## config.mk

```make
export PLATFORM = sky130hd
export DESIGN_NAME = text_cursor_writer
export DESIGN_NICKNAME = d
export VERILOG_FILES = /design/src/rtl/text_cursor_writer.sv
export SDC_FILE = /design/constraint.sdc
export NUM_CORES = 1
export LEC_CHECK = 0
export CAP_MARGIN = 20
export CELL_PAD_IN_SITES_DETAIL_PLACEMENT = 0
export CELL_PAD_IN_SITES_GLOBAL_PLACEMENT = 1
export CORE_MARGIN = 2
export CORE_UTILIZATION = 47
export CTS_BUF_LIST = sky130_fd_sc_hd__clkbuf_16
export DETAILED_ROUTE_END_ITERATION = 8
export DONT_BUFFER_PORTS = 1
export PLACE_DENSITY_LB_ADDON = 0.05
export RECOVER_POWER = 25
export SLEW_MARGIN = 10
export SYNTH_ARGS = -nofsm -noshare
export SYNTH_HDL_FRONTEND = slang
export SYNTH_SLANG_ARGS = --single-unit
```

## constraint.sdc

```tcl
create_clock -name clk -period 2.3 [get_ports clk]
set_clock_uncertainty 0.2 [all_clocks]
set_input_delay 0.46 -clock clk [delete_from_list [all_inputs] [get_ports clk]]
set_output_delay 0.46 -clock clk [all_outputs]
set_load 0.03 [all_outputs]
```

## src/rtl/text_cursor_writer.sv

```systemverilog
// text_cursor_writer: tracks the text cursor and drives frame RAM writes, blanking each newly entered row.
module text_cursor_writer #(
    parameter int DATA_WIDTH       = 9,
    parameter int ROWS             = 4,
    parameter int COLS             = 32,
    parameter bit CLEAR_ON_NEWLINE = 1'b1
) (
    input  logic                    clk,
    input  logic                    reset,
    input  logic                    in_valid,
    output logic                    in_ready,
    input  logic [DATA_WIDTH-1:0]   in_char,
    input  logic                    in_lang,
    output logic                    we,
    output logic [$clog2(ROWS)-1:0] w_row,
    output logic [$clog2(COLS)-1:0] w_col,
    output logic [DATA_WIDTH-1:0]   din,
    output logic                    langin,
    output logic [$clog2(ROWS)-1:0] cur_row,
    output logic [$clog2(COLS)-1:0] cur_col,
    output logic                    busy
);
    localparam int RW = $clog2(ROWS);
    localparam int CW = $clog2(COLS);
    localparam logic [RW-1:0] MAX_ROW = RW'(ROWS - 1);
    localparam logic [CW-1:0] MAX_COL = CW'(COLS - 1);
    localparam logic [CW:0]   CNT_END = (CW + 1)'(COLS);
    localparam logic [DATA_WIDTH-1:0] C_NUL = DATA_WIDTH'(8'h00);
    localparam logic [DATA_WIDTH-1:0] C_BS  = DATA_WIDTH'(8'h08);
    localparam logic [DATA_WIDTH-1:0] C_LF  = DATA_WIDTH'(8'h0A);
    localparam logic [DATA_WIDTH-1:0] C_CR  = DATA_WIDTH'(8'h0D);

    typedef enum logic {IDLE, CLEAR} state_t;

    state_t                  state, state_n;
    logic [RW-1:0]           row_n, w_row_n;
    logic [CW-1:0]           col_n, w_col_n;
    logic [CW:0]             clr_cnt, cnt_n;
    logic [DATA_WIDTH-1:0]   din_n;
    logic                    we_n, lang_n, busy_n, nl, accept;

    assign in_ready = (state == IDLE) && !reset;
    assign accept   = in_valid && in_ready;

    always_ff @(posedge clk) begin
        if (reset) begin
            state   <= IDLE;
            cur_row <= '0;
            cur_col <= '0;
            clr_cnt <= '0;
            we      <= 1'b0;
            w_row   <= '0;
            w_col   <= '0;
            din     <= '0;
            langin  <= 1'b0;
            busy    <= 1'b0;
        end else begin
            state   <= state_n;
            cur_row <= row_n;
            cur_col <= col_n;
            clr_cnt <= cnt_n;
            we      <= we_n;
            w_row   <= w_row_n;
            w_col   <= w_col_n;
            din     <= din_n;
            langin  <= lang_n;
            busy    <= busy_n;
        end
    end

    // CLEAR lingers one extra count so busy covers the visible cycle of the last blank write
    always_comb begin
        state_n = state;
        row_n   = cur_row;
        col_n   = cur_col;
        cnt_n   = clr_cnt;
        we_n    = 1'b0;
        w_row_n = w_row;
        w_col_n = w_col;
        din_n   = din;
        lang_n  = langin;
        busy_n  = busy;
        nl      = 1'b0;
        if (state == CLEAR) begin
            if (clr_cnt == CNT_END) begin
                state_n = IDLE;
                busy_n  = 1'b0;
            end else begin
                we_n    = 1'b1;
                w_row_n = cur_row;
                w_col_n = clr_cnt[CW-1:0];
                din_n   = '0;
                lang_n  = 1'b0;
                cnt_n   = clr_cnt + 1'b1;
            end
        end else if (accept) begin
            if (in_char == C_CR) begin
                col_n = '0;
            end else if (in_char == C_LF) begin
                nl = 1'b1;
            end else if (in_char == C_BS) begin
                if (cur_col != '0) begin
                    col_n   = cur_col - 1'b1;
                    we_n    = 1'b1;
                    w_row_n = cur_row;
                    w_col_n = cur_col - 1'b1;
                    din_n   = '0;
                    lang_n  = 1'b0;
                end
            end else if (in_char != C_NUL) begin
                we_n    = 1'b1;
                w_row_n = cur_row;
                w_col_n = cur_col;
                din_n   = in_char;
                lang_n  = in_lang;
                col_n   = cur_col + 1'b1;
                nl      = (cur_col == MAX_COL);
            end
        end
        if (nl) begin
            col_n = '0;
            row_n = (cur_row == MAX_ROW) ? '0 : cur_row + 1'b1;
            if (CLEAR_ON_NEWLINE) begin
                state_n = CLEAR;
                busy_n  = 1'b1;
                cnt_n   = '0;
            end
        end
    end
endmodule
```

==> results.py, run 1 <==
metrics = {
    "status": {
        "outcome": "completed",
    },
    "global_routing": {
        "grt_pass1_wl_mm": 6.70,
        "grt_pass1_vias": 1385,
        "gr-usage-all-layers_pct": 20.9,
        "grt_start_max_net_pins": 18,
        "antenna_found_initial": 0,
        "grt_overflow_total": 0,
    },
    "drt": {
        "viasPerCell": 5.48,
        "wl_mm": 4.18,
        "first_pass_iters": 4,
        "route.vias.total": 1430,
        "drcViolationCount": 0,
        "drt-initial-drc-count": 77,
        "wl_per_cell_microns": 16.0,
        "drtAntennaViolNets": 0,
    },
    "clocking": {
        "hold_buffers": 0,
        "clk_latency_ps": 270,
        "cts_tree": "built",
        "cts-root-buf": "clkbuf_16",
        "cts-htree-levels": 2,
        "cts.sinks": 33,
        "clkTransAtPathRegs_ps": 50,
        "cts_buffer_depth": 2,
        "cts-buffers-inserted": 5,
    },
    "worst_setup_path": {
        "worstSetupPathType": "flop to flop",
        "cp_data_required_time_ps": 2260,
        "r2r-start": "cur_col[0]",
        "rrSetupSlack_ps": 110,
        "r2r-end": "cur_col[3]",
        "cp-end-kind": "flop",
        "path_max_fanout": 4,
        "worstPathArrival_ps": 2150,
        "startpoint_type": "flop",
        "ff2ff_path_depth": 7,
    },
    "sta": {
        "period_share_pct": 95.1,
        "hold_viol": 0,
        "slew_headroom_pct": 63.8,
        "drv_slew": 0,
        "postLayoutSetupSlackWorst_ps": 113,
        "fmax_ghz": 0.457,
        "worst-slew-pin-transition_ps": 542,
        "min_period_ps": 2190,
        "setup_viol": 0,
    },
    "final_layout": {
        "utilization_pct": 59.0,
        "layout.nets": 234,
        "antenna_cells": 0,
        "drive_gt1_share_pct": 23.9,
        "n_fill_cell": 328,
        "area_delta_synth_final_pct": 21.2,
    },
    "yosys": {
        "yosys_warnings": 0,
        "synth_edf_count": 0,
        "syn_area_per_cell_sq_um": 9.43,
        "synth_top_area_share_pct": 37.1,
        "ys_async_sr_fraction_pct": 0,
        "syn_area_sq_um": 1780,
        "synthCells": 189,
        "ys_seq_area_share_pct": 37.1,
        "yosysTopAreaCell": "dfxtp_1",
        "synth_nets": 211,
        "synth.top_cells.by_area": "dfxtp_1, ha_1, nor2_1",
        "yosysMostFrequentCell": "dfxtp_1",
        "synth_cell_types": 53,
        "synth-seq-cells": 33,
        "synth_ff_type": "dfxtp_1",
        "synthTopCellsByCount": "dfxtp_1, nor2_1, inv_1",
    },
    "floorplan": {
        "start_util_pct": 48.7,
        "dieArea_sq_um": 4300,
        "core_area_sq_um": 3660,
        "rows": 22,
        "io_pins": 40,
        "die_width_microns": 65.6,
        "die_h_microns": 65.6,
    },
    "placed_design": {
        "routabilityCongestion": 0.936,
        "port_buffers": 0,
        "dp_hpwl_mm": 3.21,
        "pre_cts_ws_ps": 121,
    },
    "worst_hold_path": {
        "worstHoldStart": "reset",
        "whs_path_depth": 1,
        "holdPathEnd": "state",
        "worstHoldPathType": "input port to flop",
    },
    "power_and_ir_drop": {
        "seqPwrFrac_pct": 39.9,
        "switching_share_pct": 22.0,
        "leakage_uw": 0.000830,
        "powerDensity_nw_per_um2": 753,
        "clockPowerShare_pct": 52.3,
        "ir_worst_vdd_mv": 0.417,
        "power_switching_uw": 358,
        "comb_power_share_pct": 7.8,
        "p_int_uw": 1270,
    },
    "flow_run": {
        "maxCapViolations": 0,
    },
}
[routing by layer]
layer / global-route usage [%] / part of all wire, %
met5: 0 / 0
met4: 6.25 / 0.55
met3: 8.05 / 6.3
met2: 33.9 / 49
met1: 25.6 / 44
[state kept, by name, summed over array words and instances, names as in the netlist, 2 cells and up]
signal,count
cur_row,2
w_col,5
w_row,2
din,9
cur_col,5
clr_cnt,6
[cell type report]
type                            instances  area, sq um  share of cell area, %
Multi-Input combinational cell        137         1030                   47.8
Sequential cell                        33          663                   30.7
Inverter                               13         48.8                   2.26
Clock buffer                            5          125                   5.79
Timing Repair Buffer                   22          165                   7.64
Tap cell                               48         60.1                   2.78
Clock inverter                          3         65.1                   3.01
[through the flow]
stage                     setup TNS [ps]  hold slack, ps  cell area (sq um)  total power, uW  instances
after floorplan                        0             284               1780              755        189
after global placement                 0             306               1940              779        250
after detailed placement               0             321               1940              782        250
after CTS                              0            41.7               2130             1640        258
after global routing               -21.3            40.4               2160             1680        261
final                                  0            49.0               2160             1630        261
[cells by family after synthesis]
| kind of cell | share of synthesized area [%] |
|---|---|
| AO/OA/AOI/OAI | 21.2 |
| buffers and inverters | 5.47 |
| adder cells (fa/ha/maj) | 6.32 |
| XOR/XNOR | 4.42 |
| flip-flops | 37.1 |
| AND/OR/NAND/NOR | 21.6 |
| multiplexers | 3.93 |
[placed cells by master, fill, tap and decap left out, types with 2 or more instances in the layout]
cell type / instances
dfxtp_1: 31
nor2_1: 26
buf_4: 22
inv_1: 13
nand2_1: 10
a22o_1: 10
o21ai_0: 9
ha_1: 9
xnor2_1: 8
mux2i_1: 7
a21oi_1: 5
clkbuf_16: 5
nor3_1: 4
nand4_1: 4
nor2b_1: 3
nor2_2: 3
nor4_4: 2
nand2b_1: 2
o21a_1: 2
o32ai_1: 2
bufinv_16: 2
dfxtp_2: 2
[power by group through the flow]
stage	sequential (uW)	clock, uW	combinational [uW]
finish	649	852	127
global route	652	886	140
CTS	649	873	122
detailed placement	661	0	121
global placement	660	0	119
floorplan	662	0	93.0
[worst max-delay path, stage by stage, from the launching register on]
cell     delay [ps]
dfxtp_2         340
inv_1           130
ha_1            150
nor4b_1         360
o211a_1         280
o21a_1          250
nor2_1           90
a32o_2          270
[worst max path at each step]
stage | start | end | slack, ps | depth (start not counted)
finish | cur_col[0] | cur_col[3] | 110 | 7
global route | cur_col[0] | cur_col[3] | -20 | 7
CTS | cur_col[1] | w_col[1] | 100 | 8
detailed placement | cur_col[1] | w_col[1] | 120 | 8
global placement | cur_col[0] | cur_col[3] | 170 | 7
floorplan | cur_col[1] | w_col[1] | 20 | 8
[what timing repair did]
action                                  in CTS  in global routing
buffers inserted                             0                  3
gates resized for setup                      0                  2
endpoints found under the setup margin       0                  3
Power figures use the tool's default switching activity.
==> run 2: changes to the inputs <==
--- a/config.mk
+++ b/config.mk
@@ -5,7 +5,6 @@
 export SDC_FILE = /design/constraint.sdc
 export NUM_CORES = 1
 export LEC_CHECK = 0
-export CAP_MARGIN = 20
 export CELL_PAD_IN_SITES_DETAIL_PLACEMENT = 0
 export CELL_PAD_IN_SITES_GLOBAL_PLACEMENT = 1
 export CORE_MARGIN = 2
@@ -13,6 +12,7 @@
 export CTS_BUF_LIST = sky130_fd_sc_hd__clkbuf_16
 export DETAILED_ROUTE_END_ITERATION = 8
 export DONT_BUFFER_PORTS = 1
+export HOLD_SLACK_MARGIN = 0.02
 export PLACE_DENSITY_LB_ADDON = 0.05
 export RECOVER_POWER = 25
 export SLEW_MARGIN = 10
==> results of run 2 <==
The final DEF is identical to that of run 1; final timing and power are the same.
==> run 3: changes to the inputs <==
==> constraint.sdc (replaced) <==
create_clock -name clk -period 2.42 [get_ports clk]
set_clock_uncertainty 0.2 [all_clocks]
set_input_delay 0.484 -clock clk [delete_from_list [all_inputs] [get_ports clk]]
set_output_delay 0.484 -clock clk [all_outputs]
set_load 0.03 [all_outputs]
==> run 3 against run 2 <==
Net effect:
- sequential power fell by 4.9%
- maximum frequency rose by 0.29%
- final cell count fell by 3.4%
- first-iteration DRC count rose by 34%
- critical path depth rose by 1
- largest cell class unchanged
- largest power group is now sequential cells
==> results.py, run 3 (synthesis results as in run 1) <==
metrics = {
    "status": {
        "outcome": "completed",
    },
    "clocking": {
        "cts.sinks": 33,
        "cts_buffer_depth": 2,
        "cts-root-buf": "clkbuf_16",
        "clk_latency_ps": 280,
        "cts-buffers-inserted": 5,
        "post-cts-setup-buffer-count": 0,
        "cts_tree": "built",
        "cts-htree-levels": 2,
        "clkTransAtPathRegs_ps": 50,
    },
    "global_routing": {
        "antenna_found_initial": 0,
        "gr-usage-all-layers_pct": 21.2,
        "grt_overflow_total": 0,
        "grt_start_max_net_pins": 18,
        "grt_pass1_wl_mm": 6.63,
        "grt_pass1_vias": 1341,
    },
    "worst_hold_path": {
        "worstHoldStart": "reset",
        "worstHoldPathType": "input port to flop",
        "whs_path_depth": 1,
        "holdPathEnd": "state",
    },
    "drt": {
        "drt-initial-drc-count": 103,
        "drcViolationCount": 0,
        "wl_per_cell_microns": 16.3,
        "drtAntennaViolNets": 0,
        "route.vias.total": 1417,
        "first_pass_iters": 4,
        "wl_mm": 4.10,
        "viasPerCell": 5.62,
    },
    "worst_setup_path": {
        "path_max_fanout": 10,
        "startpoint": "cur_col[0]",
        "worstPathArrival_ps": 2150,
        "critPathTopFamily": "compound AO/OA/AOI/OAI gates",
        "worstSetupPathType": "flop to flop",
        "crit_chain": "inv_1 > ha_1 > nor4b_2 > o211a_1 > o211ai_2 > buf_4 > nor2_4 > a22o_1",
        "cp_slowest_stage_delay_ps": 410,
        "r2r-end": "din[3]",
        "crit_buf_inv": 2,
        "r2r-start": "cur_col[0]",
        "cp_data_required_time_ps": 2390,
        "ff2ff_path_depth": 8,
        "startpoint_type": "flop",
        "slowest_stage": "dfxtp_1",
        "cp-end-kind": "flop",
        "rrSetupSlack_ps": 240,
    },
    "sta": {
        "slew_headroom_pct": 63.4,
        "period_share_pct": 90.1,
        "setup_viol": 0,
        "postLayoutSetupSlackWorst_ps": 240,
        "drv_slew": 0,
        "rsz0062_at_grt": "false",
        "min_period_ps": 2180,
        "setup_tns_ps": 0,
        "fmax_ghz": 0.459,
        "hold_viol": 0,
        "worst-slew-pin-transition_ps": 547,
    },
    "placed_design": {
        "pre_cts_ws_ps": 158,
        "placed_area_sq_um": 1890,
        "dp_hpwl_mm": 3.10,
        "placed_cells": 244,
        "routabilityCongestion": 0.831,
        "port_buffers": 0,
    },
    "final_layout": {
        "layout.nets": 225,
        "largest_reg_flops": 9,
        "n_fill_cell": 341,
        "drive_gt1_share_pct": 19.1,
        "reg.largest.list": "din: 9 flops, clr_cnt: 6 flops",
        "multi_input_area_sq_um": 1030,
        "final_cell_mix": "dfxtp_1, nor2_1, inv_1, buf_4",
        "final_common_cell": "dfxtp_1",
        "final-seq-area_sq_um": 661,
        "fin_area_sq_um": 2040,
        "area_delta_synth_final_pct": 14.2,
        "largest_register": "din",
        "instances_no_fill": 252,
        "antenna_cells": 0,
    },
    "floorplan": {
        "io_pins": 40,
        "start_util_pct": 48.7,
        "dieArea_sq_um": 4300,
        "rows": 22,
        "core_area_sq_um": 3660,
        "die_width_microns": 65.6,
        "die_h_microns": 65.6,
    },
    "flow_run": {
        "maxCapViolations": 0,
    },
    "power_and_ir_drop": {
        "powerDensity_nw_per_um2": 651,
        "ir_worst_vdd_mv": 0.270,
        "fin_total_pwr_uw": 1330,
        "leakage_uw": 0.000764,
    },
}
==> run 3: how the worst max path moves through the flow <==
stage	endpoint	slack, ps	cells after the start
4_1_cts	din[3]	110	8
3_5_place_dp	din[5]	160	8
6_report	din[3]	240	8
5_1_grt	w_col[1]	90	8
3_3_place_gp	din[8]	200	8
2_1_floorplan	w_col[1]	100	8
==> run 3: where the power goes <==
part / leakage [uW] / switching (uW) / internal, uW / total [uW]
Combinational: 0.000427 / 63.8 / 48.8 / 113
Sequential: 0.000269 / 52.1 / 565 / 617
Clock: 0.0000687 / 225 / 371 / 596
==> run 3: cell type report <==
class / count / area share, %
clock buffer: 5 / 6.15
clock inverter: 3 / 0.615
inverter: 13 / 2.40
multi-input combinational: 137 / 50.6
sequential: 33 / 32.5
tap: 48 / 2.95
timing repair buffer: 13 / 4.79
==> run 3: layer usage <==
metal | GRT usage [%] | routed length [microns] | part of all wire [%]
met5 | 0 | 0 | 0
met4 | 10.4 | 93 | 2.3
met3 | 8.39 | 290 | 7.1
met2 | 32.8 | 1900 | 46
met1 | 25.4 | 1810 | 44
==> run 3: metrics by stage <==
stage | utilization, % | hold WS (ps)
after detailed placement | 51.7 | 318
after global placement | 51.7 | 311
after global routing | 55.6 | 63.8
after CTS | 55.4 | 64.8
after floorplan | - | 284
final | 55.6 | 68.9
==> run 3: what timing repair did <==
action	CTS	global route
hold endpoints to repair	0	0
setup endpoints to repair	0	2
gates resized for setup	0	1
hold buffers	0	0
